`src/rtl/sr_flag_sched.sv`:
```
// ----------------------------------------------------------------------------
// sr_flag_sched
//   Round-robin scheduler in front of a bank of set/reset flags. Each cycle,
//   one eligible requester is granted. Its op (nop/set/clear/toggle) is
//   applied to the flag it addresses at that same edge. A requester whose
//   grant is currently high is not eligible, so a request held through its
//   grant cycle is never granted twice back-to-back.
//
// Parameters
//   NREQ  : number of requesters (2..8)
//   NFLAG : number of flags in the bank (power of two, 2..32)
//   IW    : flag index width (log2(NFLAG))
//
// Ports
//   clk      in   rising-edge clock
//   rst      in   asynchronous active-low reset
//   req      in   [NREQ]      per-requester request, held until granted
//   op       in   [2*NREQ]    per-requester op: 00 nop, 01 set, 10 clear, 11 toggle
//   idx      in   [IW*NREQ]   per-requester target flag index
//   gnt      out  [NREQ]      registered one-hot grant pulse
//   q        out  [NFLAG]     flag bank state
//   conflict out  1           registered set/clear collision pulse
//
// Build option
//   SR_FLAG_SCHED_CONFLICT_EN : when defined, compiles in collision detection.
//   conflict pulses one cycle after an edge where two eligible requesters hit
//   the same index, one with set and the other with clear. When undefined,
//   conflict is tied to 0.
// ----------------------------------------------------------------------------
module sr_flag_sched #(
  parameter int NREQ  = 4,
  parameter int NFLAG = 8,
  parameter int IW    = $clog2(NFLAG)
) (
  input  logic               clk,
  input  logic               rst,
  input  logic [NREQ-1:0]    req,
  input  logic [2*NREQ-1:0]  op,
  input  logic [IW*NREQ-1:0] idx,
  output logic [NREQ-1:0]    gnt,
  output logic [NFLAG-1:0]   q,
  output logic               conflict
);

  localparam int PW = (NREQ > 1) ? $clog2(NREQ) : 1;

  localparam logic [1:0] OP_NOP = 2'b00;
  localparam logic [1:0] OP_SET = 2'b01;
  localparam logic [1:0] OP_CLR = 2'b10;
  localparam logic [1:0] OP_TGL = 2'b11;

  logic [PW-1:0]    r_ptr;
  logic [NREQ-1:0]  r_gnt;
  logic [NFLAG-1:0] r_q;

  logic [NREQ-1:0]  w_elig;
  logic             w_any;
  logic [PW-1:0]    w_win;
  logic [NREQ-1:0]  w_gnt_nxt;
  logic [1:0]       w_op;
  logic [IW-1:0]    w_idx;

  // Modulo-NREQ add, used for the round-robin scan and pointer advance.
  function automatic logic [PW-1:0] wrap_add(input logic [PW-1:0] base, input int k);
    int s;
    s = int'(base) + k;
    if (s >= NREQ) s = s - NREQ;
    return PW'(s);
  endfunction

  // Apply one op to the bank. An index that matches no flag leaves the bank
  // untouched, which covers idx >= NFLAG when IW is wider than needed.
  function automatic logic [NFLAG-1:0] apply_op(input logic [NFLAG-1:0] bank,
                                                input logic [1:0]       o,
                                                input logic [IW-1:0]    ix);
    logic [NFLAG-1:0] b;
    b = bank;
    for (int f = 0; f < NFLAG; f++) begin
      if (int'(ix) == f) begin
        case (o)
          OP_SET:  b[f] = 1'b1;
          OP_CLR:  b[f] = 1'b0;
          OP_TGL:  b[f] = ~b[f];
          OP_NOP:  b[f] = b[f];
          default: b[f] = b[f];
        endcase
      end
    end
    return b;
  endfunction

  assign w_elig = req & ~r_gnt;

  // Scan from the pointer upward, wrapping; the first eligible requester wins.
  always_comb begin
    w_any = 1'b0;
    w_win = r_ptr;
    for (int k = 0; k < NREQ; k++) begin
      if (!w_any && w_elig[wrap_add(r_ptr, k)]) begin
        w_any = 1'b1;
        w_win = wrap_add(r_ptr, k);
      end
    end
  end

  // Winner's op/idx and next one-hot grant.
  always_comb begin
    w_op      = OP_NOP;
    w_idx     = '0;
    w_gnt_nxt = '0;
    for (int i = 0; i < NREQ; i++) begin
      if (w_win == PW'(i)) begin
        w_op         = op[2*i +: 2];
        w_idx        = idx[IW*i +: IW];
        w_gnt_nxt[i] = w_any;
      end
    end
  end

  // Arbitration / flag update stage
  always_ff @(posedge clk or negedge rst) begin
    if (!rst) begin
      r_ptr <= '0;
      r_gnt <= '0;
      r_q   <= '0;
    end else begin
      r_gnt <= w_gnt_nxt;
      if (w_any) begin
        r_ptr <= wrap_add(w_win, 1);
        r_q   <= apply_op(r_q, w_op, w_idx);
      end
    end
  end

  assign gnt = r_gnt;
  assign q   = r_q;

`ifdef SR_FLAG_SCHED_CONFLICT_EN
  logic r_conflict;
  logic w_conflict;

  always_comb begin
    w_conflict = 1'b0;
    for (int i = 0; i < NREQ; i++) begin
      for (int j = i + 1; j < NREQ; j++) begin
        if (w_elig[i] && w_elig[j] &&
            (idx[IW*i +: IW] == idx[IW*j +: IW]) &&
            (((op[2*i +: 2] == OP_SET) && (op[2*j +: 2] == OP_CLR)) ||
             ((op[2*i +: 2] == OP_CLR) && (op[2*j +: 2] == OP_SET)))) begin
          w_conflict = 1'b1;
        end
      end
    end
  end

  // Collision flag stage
  always_ff @(posedge clk or negedge rst) begin
    if (!rst) r_conflict <= 1'b0;
    else      r_conflict <= w_conflict;
  end

  assign conflict = r_conflict;
`else
  assign conflict = 1'b0;
`endif

endmodule

```
`config.mk`:
```
export PLATFORM = sky130hd
export DESIGN_NAME = sr_flag_sched
export DESIGN_NICKNAME = d
export VERILOG_FILES = /design/src/rtl/sr_flag_sched.sv
export SDC_FILE = /design/constraint.sdc
export NUM_CORES = 1
export LEC_CHECK = 0
export CORE_MARGIN = 5
export CORE_UTILIZATION = 24
export DETAILED_ROUTE_END_ITERATION = 7
export GPL_TIMING_DRIVEN = 0
export SETUP_SLACK_MARGIN = 0.02
export SLEW_MARGIN = 20
export SYNTH_ARGS = -nofsm -noshare
export SYNTH_HDL_FRONTEND = slang
export SYNTH_SLANG_ARGS = --single-unit
export TNS_END_PERCENT = 50
```
`constraint.sdc`:
```
create_clock -name clk -period 5.24 [get_ports clk]
set_input_delay 0.786 -clock clk [delete_from_list [all_inputs] [get_ports clk]]
set_output_delay 0.786 -clock clk [all_outputs]
set_load 0.01 [all_outputs]
```
==> results of run 1 <==
routing by layer:
metal,global-route usage,vias up
met1,0.1459,468
met3,0.01869,8
met4,0.06126,0
met5,0,-
li1,-,516
met2,0.1683,45
sequential cells by signal, indices dropped and copies added (netlist names):
name	flops
r_ptr	2
q	8
gnt	4
per-stage QoR:
stage	hold slack [ns]	instance area, µm²
2_1_floorplan	0.4904	1016
3_3_place_gp	0.4693	1449
3_5_place_dp	0.4655	1449
4_1_cts	0.4749	1504
5_1_grt	0.5090	1504
6_report	0.4694	1504
cells by family after synthesis:
family / Yosys count / synth area share
other cells: 1 / 0.003691
flops: 14 / 0.3448
buf+inv: 15 / 0.07142
compound gates: 49 / 0.3547
fa+ha+maj: 4 / 0.04926
simple gates: 33 / 0.1761
worst register-to-register path: cells and delay by family, from the launching register on:
kind,cells,cell delay [ns]
fa+ha+maj,1,0.25
buf+inv,1,0.14
compound gates,8,1.71
flops,1,0.39
simple gates,2,0.43
final timing paths:
kind,cells past startpoint,slack [ns],startpoint,endpoint
max in group asynchronous,1,3.91,rst,q[5]
worst min-delay path,1,0.47,q[7],q[7]
min in group asynchronous,1,0.92,rst,gnt[0]
worst max register to register,12,2.24,gnt[2],q[1]
worst min register to register,1,0.47,q[7],q[7]
worst max-delay path,12,1.68,req[3],q[1]
power by group:
group	total, mW	leakage (nW)	internal [mW]	switching (mW)
combinational	0.678	0.417	0.302	0.376
sequential	0.201	0.167	0.162	0.0387
clock	0.105	0.0288	0.0665	0.0385
total	0.984	0.613	0.531	0.453
final cells by class:
| type | instances | area share |
|---|---|---|
| clock buffers | 4 | 0.03661 |
| inverters | 8 | 0.01997 |
| multi-input cells | 87 | 0.3943 |
| repair buffers | 37 | 0.2463 |
| well taps | 50 | 0.04160 |
| flip-flops and latches | 14 | 0.2329 |
| plain buffers | 7 | 0.02829 |
placed cells by master (no fill, tap or decap), drive strengths merged, types with 6 or more instances in the layout:
master	count
a41oi	6
nand2	7
and2	6
clkbuf	7
clkdlybuf4s50	37
nor2	6
dfrtp	14
a21oi	11
inv	8
a31oi	8
o21ai	6
==> impl_metrics.yaml, run 1 <==
power:
  power_density_over_cell_area_nw_per_um2: 654.3
  max-vdd-ir-drop_v: 0.0002316
  total_leakage_power_nw: 0.6128
  power.total_mw: 0.9840
synth:
  post_synth_instance_area_um2: 1016
  synthesis.area_per_instance_um2: 8.758
  yosys_top_cell_area_share: 0.3448
  ys_dominant_reg_cell: "sky130_fd_sc_hd__dfrtp_1"
  synth_enable_flop_cells: 0
  synth-seq-cells: 14
  most_repeated_cell_in_the_gate_level_netlist_after_synthesis: "sky130_fd_sc_hd__dfrtp_1"
  yosys-top-cells-area: "sky130_fd_sc_hd__dfrtp_1 (34%), sky130_fd_sc_hd__a21oi_1 (5.4%), sky130_fd_sc_hd__a41oi_1 (5.2%)"
  post_synth_top_cells: "sky130_fd_sc_hd__dfrtp_1 (14), sky130_fd_sc_hd__a21oi_1 (11), sky130_fd_sc_hd__a31oi_1 (8), sky130_fd_sc_hd__inv_1 (8), sky130_fd_sc_hd__nand2_1 (7)"
  seq_area_frac_synth: 0.3448
  yosysWarningCount: 0
  asyncSetResetFlopFracSynth: 1.000
  synthDominantAreaCellType: "sky130_fd_sc_hd__dfrtp_1"
  mappedNetlistNets: 146
  synth.distinct_cells: 36
  netlist_instances: 116
route:
  dr_total_vias: 1037
  drt_wl_total_um: 2839
  dr.max_layer_used: "met4"
  wl_met3_um: 182
  drtIter0Drc: 101
  wl_met2_um: 1268
  ant_nets: 0
  first_pass_iters: 4
  wirelength_met1_um: 1315
  remaining_drc_errors: 0
  wl_per_cell_um: 13.71
  routed_vias_inst: 5.010
cts:
  cts_sinks: 14
  clock_tree.root_cell: "sky130_fd_sc_hd__clkbuf_8"
  post-cts-setup-buffer-count: 0
  clkLatencyLatePin_ns: 0.24
  max-clock-path-buffers: 2
  ctsResizeCount: 0
  cts_tree: "yes"
  cts.reportedPaths.clkPinSlew_ns: 0.06
  post_cts_hold_buffer_count: 0
  htreeDepth: 1
  cts_buffers: 3
timing:
  postLayoutSetupSlackWorst_ns: 1.677
  finalSetupViolations: 0
  worst_clock_skew_on_the_final_layout_ns: 0.004370
  timing.final.max_slew_violations: 0
  rsz0062_at_grt: "no"
  timing.final.crit_share: 0.6800
  timing_hold_violations_final: 0
  fin_setup_tns_ns: 0
  clock.fmax_mhz: 280.7
  min_period_ns: 3.563
  timing_worst_slew_pin_value_ns: 0.6164
  worst_max_slew_margin_expressed_relative_to_the_limit: 0.5878
setup_path:
  cpLargestDelayFamily: "compound AO/OA/AOI/OAI gates"
  criticalPathCategory: "in2reg"
  timing.critical_path.fanout_max: 10
  cpMaxStageDelayCell: "sky130_fd_sc_hd__a21boi_1"
  end_kind: "flip-flop"
  startpoint_type: "primary input"
  cp_data_required_time_ns: 5.39
  critical_path_buf_inv_count: 2
  critical_path_arrival_ns: 3.72
  slowest_delay_ns: 0.51
  most_used_cell_along_the_critical_path: "sky130_fd_sc_hd__o21ai_0"
  crit_chain: "clkdlybuf4s50_1, nor2b_1, o21ai_0, a21boi_0, a21oi_1, ha_1, buf_6, a211oi_1, o21ai_0, a21boi_1, a31oi_1, a41oi_1"
die:
  initial_core_util: 0.2504
  die_footprint_um2: 5635
  die_width_um: 75.07
  io_pins: 39
  fp.dieH_um: 75.07
  placeableCoreArea_um2: 4058
  num_rows: 23
finish:
  areaGrowthSynthToFinish_pct: 48.03
  final_core_util: 0.3706
  final_layout_size_suffix_gt1_frac: 0.07006
  post_layout_nonfiller_instances: 207
  diodes: 0
  multi_input_area_um2: 593.1
  layout.area.seq_um2: 350.3
  final.fill_count: 401
  final_net_count: 188
run:
  max_cap_viol_count: 0
placement:
  port-buffer-count: 37
  placement.setup.worst_slack_ns: 1.484
  place_inst: 203
  post-dp-hpwl_um: 2299
  gp_routability_congestion: 0.7968
run_status:
  outcome: "finished clean"
global_routing:
  antenna_found_initial: 0
  grt_overflow: 0
  vias_in_the_first_global_route: 1043
  grt_first_pass_wirelength_um: 4747
  grt_start_max_net_pins: 15
  grt_util_all_layers: 0.1099
hold_path:
  hold_path.class: "reg2reg"
Power figures use the tool's default switching activity.
==> inputs of run 2 (changes only) <==
- clock period: 5.24 -> 3.4 ns (I/O delays scaled with it)
==> impl_metrics.yaml, run 2 (synthesis results as in run 1) <==
power:
  power_density_over_cell_area_nw_per_um2: 1013
  total_leakage_power_nw: 0.6192
  power.total_mw: 1.538
  max-vdd-ir-drop_v: 0.0003632
global_routing:
  grt_start_max_net_pins: 15
  grt_util_all_layers: 0.1099
  vias_in_the_first_global_route: 1043
  grt_overflow: 0
  antenna_found_initial: 0
  grt_first_pass_wirelength_um: 4747
route:
  routed_vias_inst: 5.063
  remaining_drc_errors: 0
  wl_per_cell_um: 13.71
  drtIter0Drc: 78
  dr_total_vias: 1048
  first_pass_iters: 4
  drt_wl_total_um: 2839
  ant_nets: 0
die:
  initial_core_util: 0.2504
  io_pins: 39
  die_width_um: 75.07
  die_footprint_um2: 5635
  placeableCoreArea_um2: 4058
  fp.dieH_um: 75.07
  num_rows: 23
setup_path:
  worst_setup_path_endpoint: "q[0]"
  cp_data_required_time_ns: 3.55
  startpoint_type: "primary input"
  cpLargestDelayFamily: "compound AO/OA/AOI/OAI gates"
  worstReg2RegEnd: "q[0]"
  crit_chain: "clkdlybuf4s50_1, nand2b_1, nor2_1, o21ai_0, a21boi_1, a21oi_1, ha_1, buf_6, nand3b_1, a221o_1, a221oi_4, a31oi_1, a41oi_1"
  startpoint: "req[2]"
  criticalPathCategory: "in2reg"
  critical_path_buf_inv_count: 2
  timing.critical_path.fanout_max: 10
  cpMaxStageDelayCell: "sky130_fd_sc_hd__clkdlybuf4s50_1"
  end_kind: "flip-flop"
  critical_path_arrival_ns: 3.25
  slowest_delay_ns: 0.47
  cp.depth: 13
  ff2ff_path_depth: 12
  reg2reg_from: "gnt[2]"
  worst_case_register_to_register_setup_slack_ns: 0.56
finish:
  layout_commonest_cell: "sky130_fd_sc_hd__clkdlybuf4s50_1"
  fin_area_um2: 1518
  final_layout_size_suffix_gt1_frac: 0.09554
  areaGrowthSynthToFinish_pct: 49.38
  final_net_count: 188
  final_cell_mix: "sky130_fd_sc_hd__clkdlybuf4s50_1 (37), sky130_fd_sc_hd__dfrtp_1 (14), sky130_fd_sc_hd__a21oi_1 (11)"
  largest_register_ff_count: 8
  diodes: 0
cts:
  clock_tree.root_cell: "sky130_fd_sc_hd__clkbuf_8"
  htreeDepth: 1
  cts_buffers: 3
  cts_sinks: 14
  clkLatencyLatePin_ns: 0.24
  cts_tree: "yes"
  post-cts-setup-buffer-count: 0
  max-clock-path-buffers: 2
  cts.reportedPaths.clkPinSlew_ns: 0.06
timing:
  min_period_ns: 3.095
  clock.fmax_mhz: 323.1
  rsz0062_at_grt: "no"
  timing.final.max_slew_violations: 0
  worst_max_slew_margin_expressed_relative_to_the_limit: 0.5869
  hold_ws_ns: 0.4701
  timing_worst_slew_pin_value_ns: 0.6177
  timing.final.crit_share: 0.9104
  timing_hold_violations_final: 0
  finalSetupViolations: 0
  worst_clock_skew_on_the_final_layout_ns: 0.001853
placement:
  gp_routability_congestion: 0.7968
  port-buffer-count: 37
  post-dp-hpwl_um: 2299
  post_dp_cell_area_um2: 1449
run:
  max_cap_viol_count: 0
run_status:
  outcome: "finished clean"
hold_path:
  hold_path.class: "reg2reg"
run 2: where the power goes:
part / internal, mW / total (mW) / switching (mW)
Sequential: 0.250 / 0.310 / 0.0605
Combinational: 0.479 / 1.07 / 0.589
Clock: 0.102 / 0.160 / 0.0572
run 2: worst min path at each step:
| stage | cells after the start | end | start | slack [ns] |
|---|---|---|---|---|
| 6_report | 1 | q[7] | q[7] | 0.47 |
| 5_1_grt | 1 | q[7] | q[7] | 0.51 |
| 2_1_floorplan | 0 | gnt[0] | rst | 0.21 |
| 3_3_place_gp | 1 | q[7] | q[7] | 0.47 |
| 3_5_place_dp | 1 | q[7] | q[7] | 0.47 |
| 4_1_cts | 1 | q[7] | q[7] | 0.47 |
run 2: timing repair:
action | in CTS | in global routing
hold buffers | 0 | 0
endpoints found under the setup margin | 0 | 7
gates resized for setup | 0 | 6
run 2: area by class of cell:
class / instances / area, µm²
multi-input cells: 87 / 605.6
fillers: 403 / 2540
plain buffers: 7 / 43.79
flip-flops and latches: 14 / 350.3
well taps: 50 / 62.56
repair buffers: 37 / 370.4
inverters: 8 / 30.03
clock buffers: 4 / 55.05
run 2: per-layer routing:
layer  vias to the layer above  routed length [µm]  share of wire  GRT usage
met4                         0                  80          0.028    0.06126
met1                       473                1304           0.46     0.1459
met5                         -                   0              0          0
met3                         8                 195          0.069    0.01869
met2                        50                1259           0.44     0.1683
li1                        517                   -              -          -
run 2: metrics by stage:
stage                       util  setup TNS [ns]  instances  setup slack, ns
after floorplan                -               0        116           0.7921
after global placement    0.3571               0        203          0.02356
after detailed placement  0.3571         -0.2812        203         -0.08005
after CTS                 0.3706               0        207           0.1498
after global routing      0.3740               0        207          0.08863
final                     0.3740               0        207           0.3047
==> inputs of run 3 (changes only) <==
- CORE_MARGIN: 5 -> 2
==> impl_metrics.yaml, run 3 (synthesis results as in run 1) <==
run_status:
  outcome: "finished clean"
global_routing:
  grt_first_pass_wirelength_um: 4498
  grt_overflow: 0
  antenna_found_initial: 0
  grt_start_max_net_pins: 15
  vias_in_the_first_global_route: 978
  grt_util_all_layers: 0.1141
die:
  num_rows: 23
  die_footprint_um2: 4770
  initial_core_util: 0.2522
  io_pins: 39
  fp.dieH_um: 69.07
  die_width_um: 69.07
  placeableCoreArea_um2: 4029
cts:
  cts_sinks: 14
  clock_tree.root_cell: "sky130_fd_sc_hd__clkbuf_8"
  max-clock-path-buffers: 2
  clkLatencyLatePin_ns: 0.24
  cts.reportedPaths.clkPinSlew_ns: 0.06
  cts_tree: "yes"
  cts_buffers: 3
  post-cts-setup-buffer-count: 0
  htreeDepth: 1
route:
  wl_per_cell_um: 13.39
  routed_vias_inst: 5.087
  dr_total_vias: 1048
  wl_met3_um: 134
  first_pass_iters: 4
  ant_nets: 0
  drt_wl_total_um: 2758
  wirelength_met1_um: 1276
  dr.max_layer_used: "met4"
  wl_met2_um: 1291
  remaining_drc_errors: 0
  drtIter0Drc: 56
timing:
  hold_ws_ns: 0.4742
  finalSetupViolations: 0
  timing_hold_violations_final: 0
  fin_setup_tns_ns: 0
  clock.fmax_mhz: 317.4
  worst_clock_skew_on_the_final_layout_ns: 0.001562
  timing.final.crit_share: 0.9267
  timing.final.max_slew_violations: 0
  min_period_ns: 3.151
  rsz0062_at_grt: "no"
  worst_max_slew_margin_expressed_relative_to_the_limit: 0.5804
  timing_worst_slew_pin_value_ns: 0.6275
setup_path:
  timing.critical_path.fanout_max: 10
  critical_path_arrival_ns: 3.31
  criticalPathCategory: "in2reg"
  end_kind: "flip-flop"
  cp_data_required_time_ns: 3.56
  startpoint_type: "primary input"
power:
  power_density_over_cell_area_nw_per_um2: 1011
  power.total_mw: 1.532
  total_leakage_power_nw: 0.6148
  max-vdd-ir-drop_v: 0.0003257
finish:
  final_layout_size_suffix_gt1_frac: 0.08974
  final_cell_mix: "sky130_fd_sc_hd__clkdlybuf4s50_1 (37), sky130_fd_sc_hd__dfrtp_1 (14), sky130_fd_sc_hd__a21oi_1 (11)"
  fin_area_um2: 1515
  areaGrowthSynthToFinish_pct: 49.14
  multi_input_area_um2: 605.6
  final_net_count: 187
  layout.area.seq_um2: 350.3
  largest_register_ff_count: 8
  final_core_util: 0.3761
  final.fill_count: 401
  diodes: 0
  layout_commonest_cell: "sky130_fd_sc_hd__clkdlybuf4s50_1"
hold_path:
  hold_path.class: "reg2reg"
placement:
  gp_routability_congestion: 0.7622
  post-dp-hpwl_um: 2186
  port-buffer-count: 37
  post_dp_cell_area_um2: 1449
run:
  max_cap_viol_count: 0
run 3: worst paths after layout:
check	depth (start not counted)	from	slack [ns]	to
setup / recovery	13	req[3]	0.25	q[0]
hold / removal	1	q[7]	0.47	q[7]
setup reg to reg	12	r_ptr[1]	0.54	q[0]
hold reg to reg	1	q[7]	0.47	q[7]
max in group asynchronous	1	rst	2.34	r_ptr[0]
min in group asynchronous	1	rst	0.66	gnt[0]
run 3: critical path: stages:
cell and delay (ns):
sky130_fd_sc_hd__clkdlybuf4s50_1 0.47, sky130_fd_sc_hd__nor2b_2 0.22, sky130_fd_sc_hd__a21oi_1 0.05, sky130_fd_sc_hd__o21ai_0 0.25, sky130_fd_sc_hd__o211a_1 0.26, sky130_fd_sc_hd__inv_1 0.07, sky130_fd_sc_hd__ha_1 0.21, sky130_fd_sc_hd__buf_4 0.17
sky130_fd_sc_hd__a211oi_1 0.17, sky130_fd_sc_hd__o21ai_0 0.21, sky130_fd_sc_hd__a21boi_2 0.37, sky130_fd_sc_hd__a31oi_1 0.15, sky130_fd_sc_hd__a41oi_1 0.18
run 3: final cells by class:
class	instances	area share
clock buffer	4	0.03633
buffer	6	0.02725
multi-input combinational	87	0.3997
inverter	8	0.01982
sequential	14	0.2312
tap	50	0.04129
timing repair buffer	37	0.2444
run 3: through the flow:
step / instances / setup slack [ns]
finish: 206 / 0.2492
global route: 206 / 0.09575
CTS: 207 / 0.08521
floorplan: 116 / 0.7921
global placement: 203 / 0.04496
detailed placement: 203 / -0.1670
run 3: routing by layer:
metal | GRT usage | up-vias
met5 | 0 | -
met1 | 0.1523 | 480
met2 | 0.1774 | 44
met3 | 0.01901 | 8
met4 | 0.05664 | 0
li1 | - | 516
run 3: report_power, final:
| part | leakage, nW | internal [mW] | switching, mW | total [mW] |
|---|---|---|---|---|
| Combinational | 0.419 | 0.474 | 0.583 | 1.06 |
| Clock | 0.0288 | 0.103 | 0.0612 | 0.164 |
| Sequential | 0.167 | 0.250 | 0.0616 | 0.311 |
run 3: timing repair:
item | in CTS | in global routing
hold buffers | 0 | 0
endpoints found under the setup margin | 0 | 8
gates resized for setup | 0 | 5
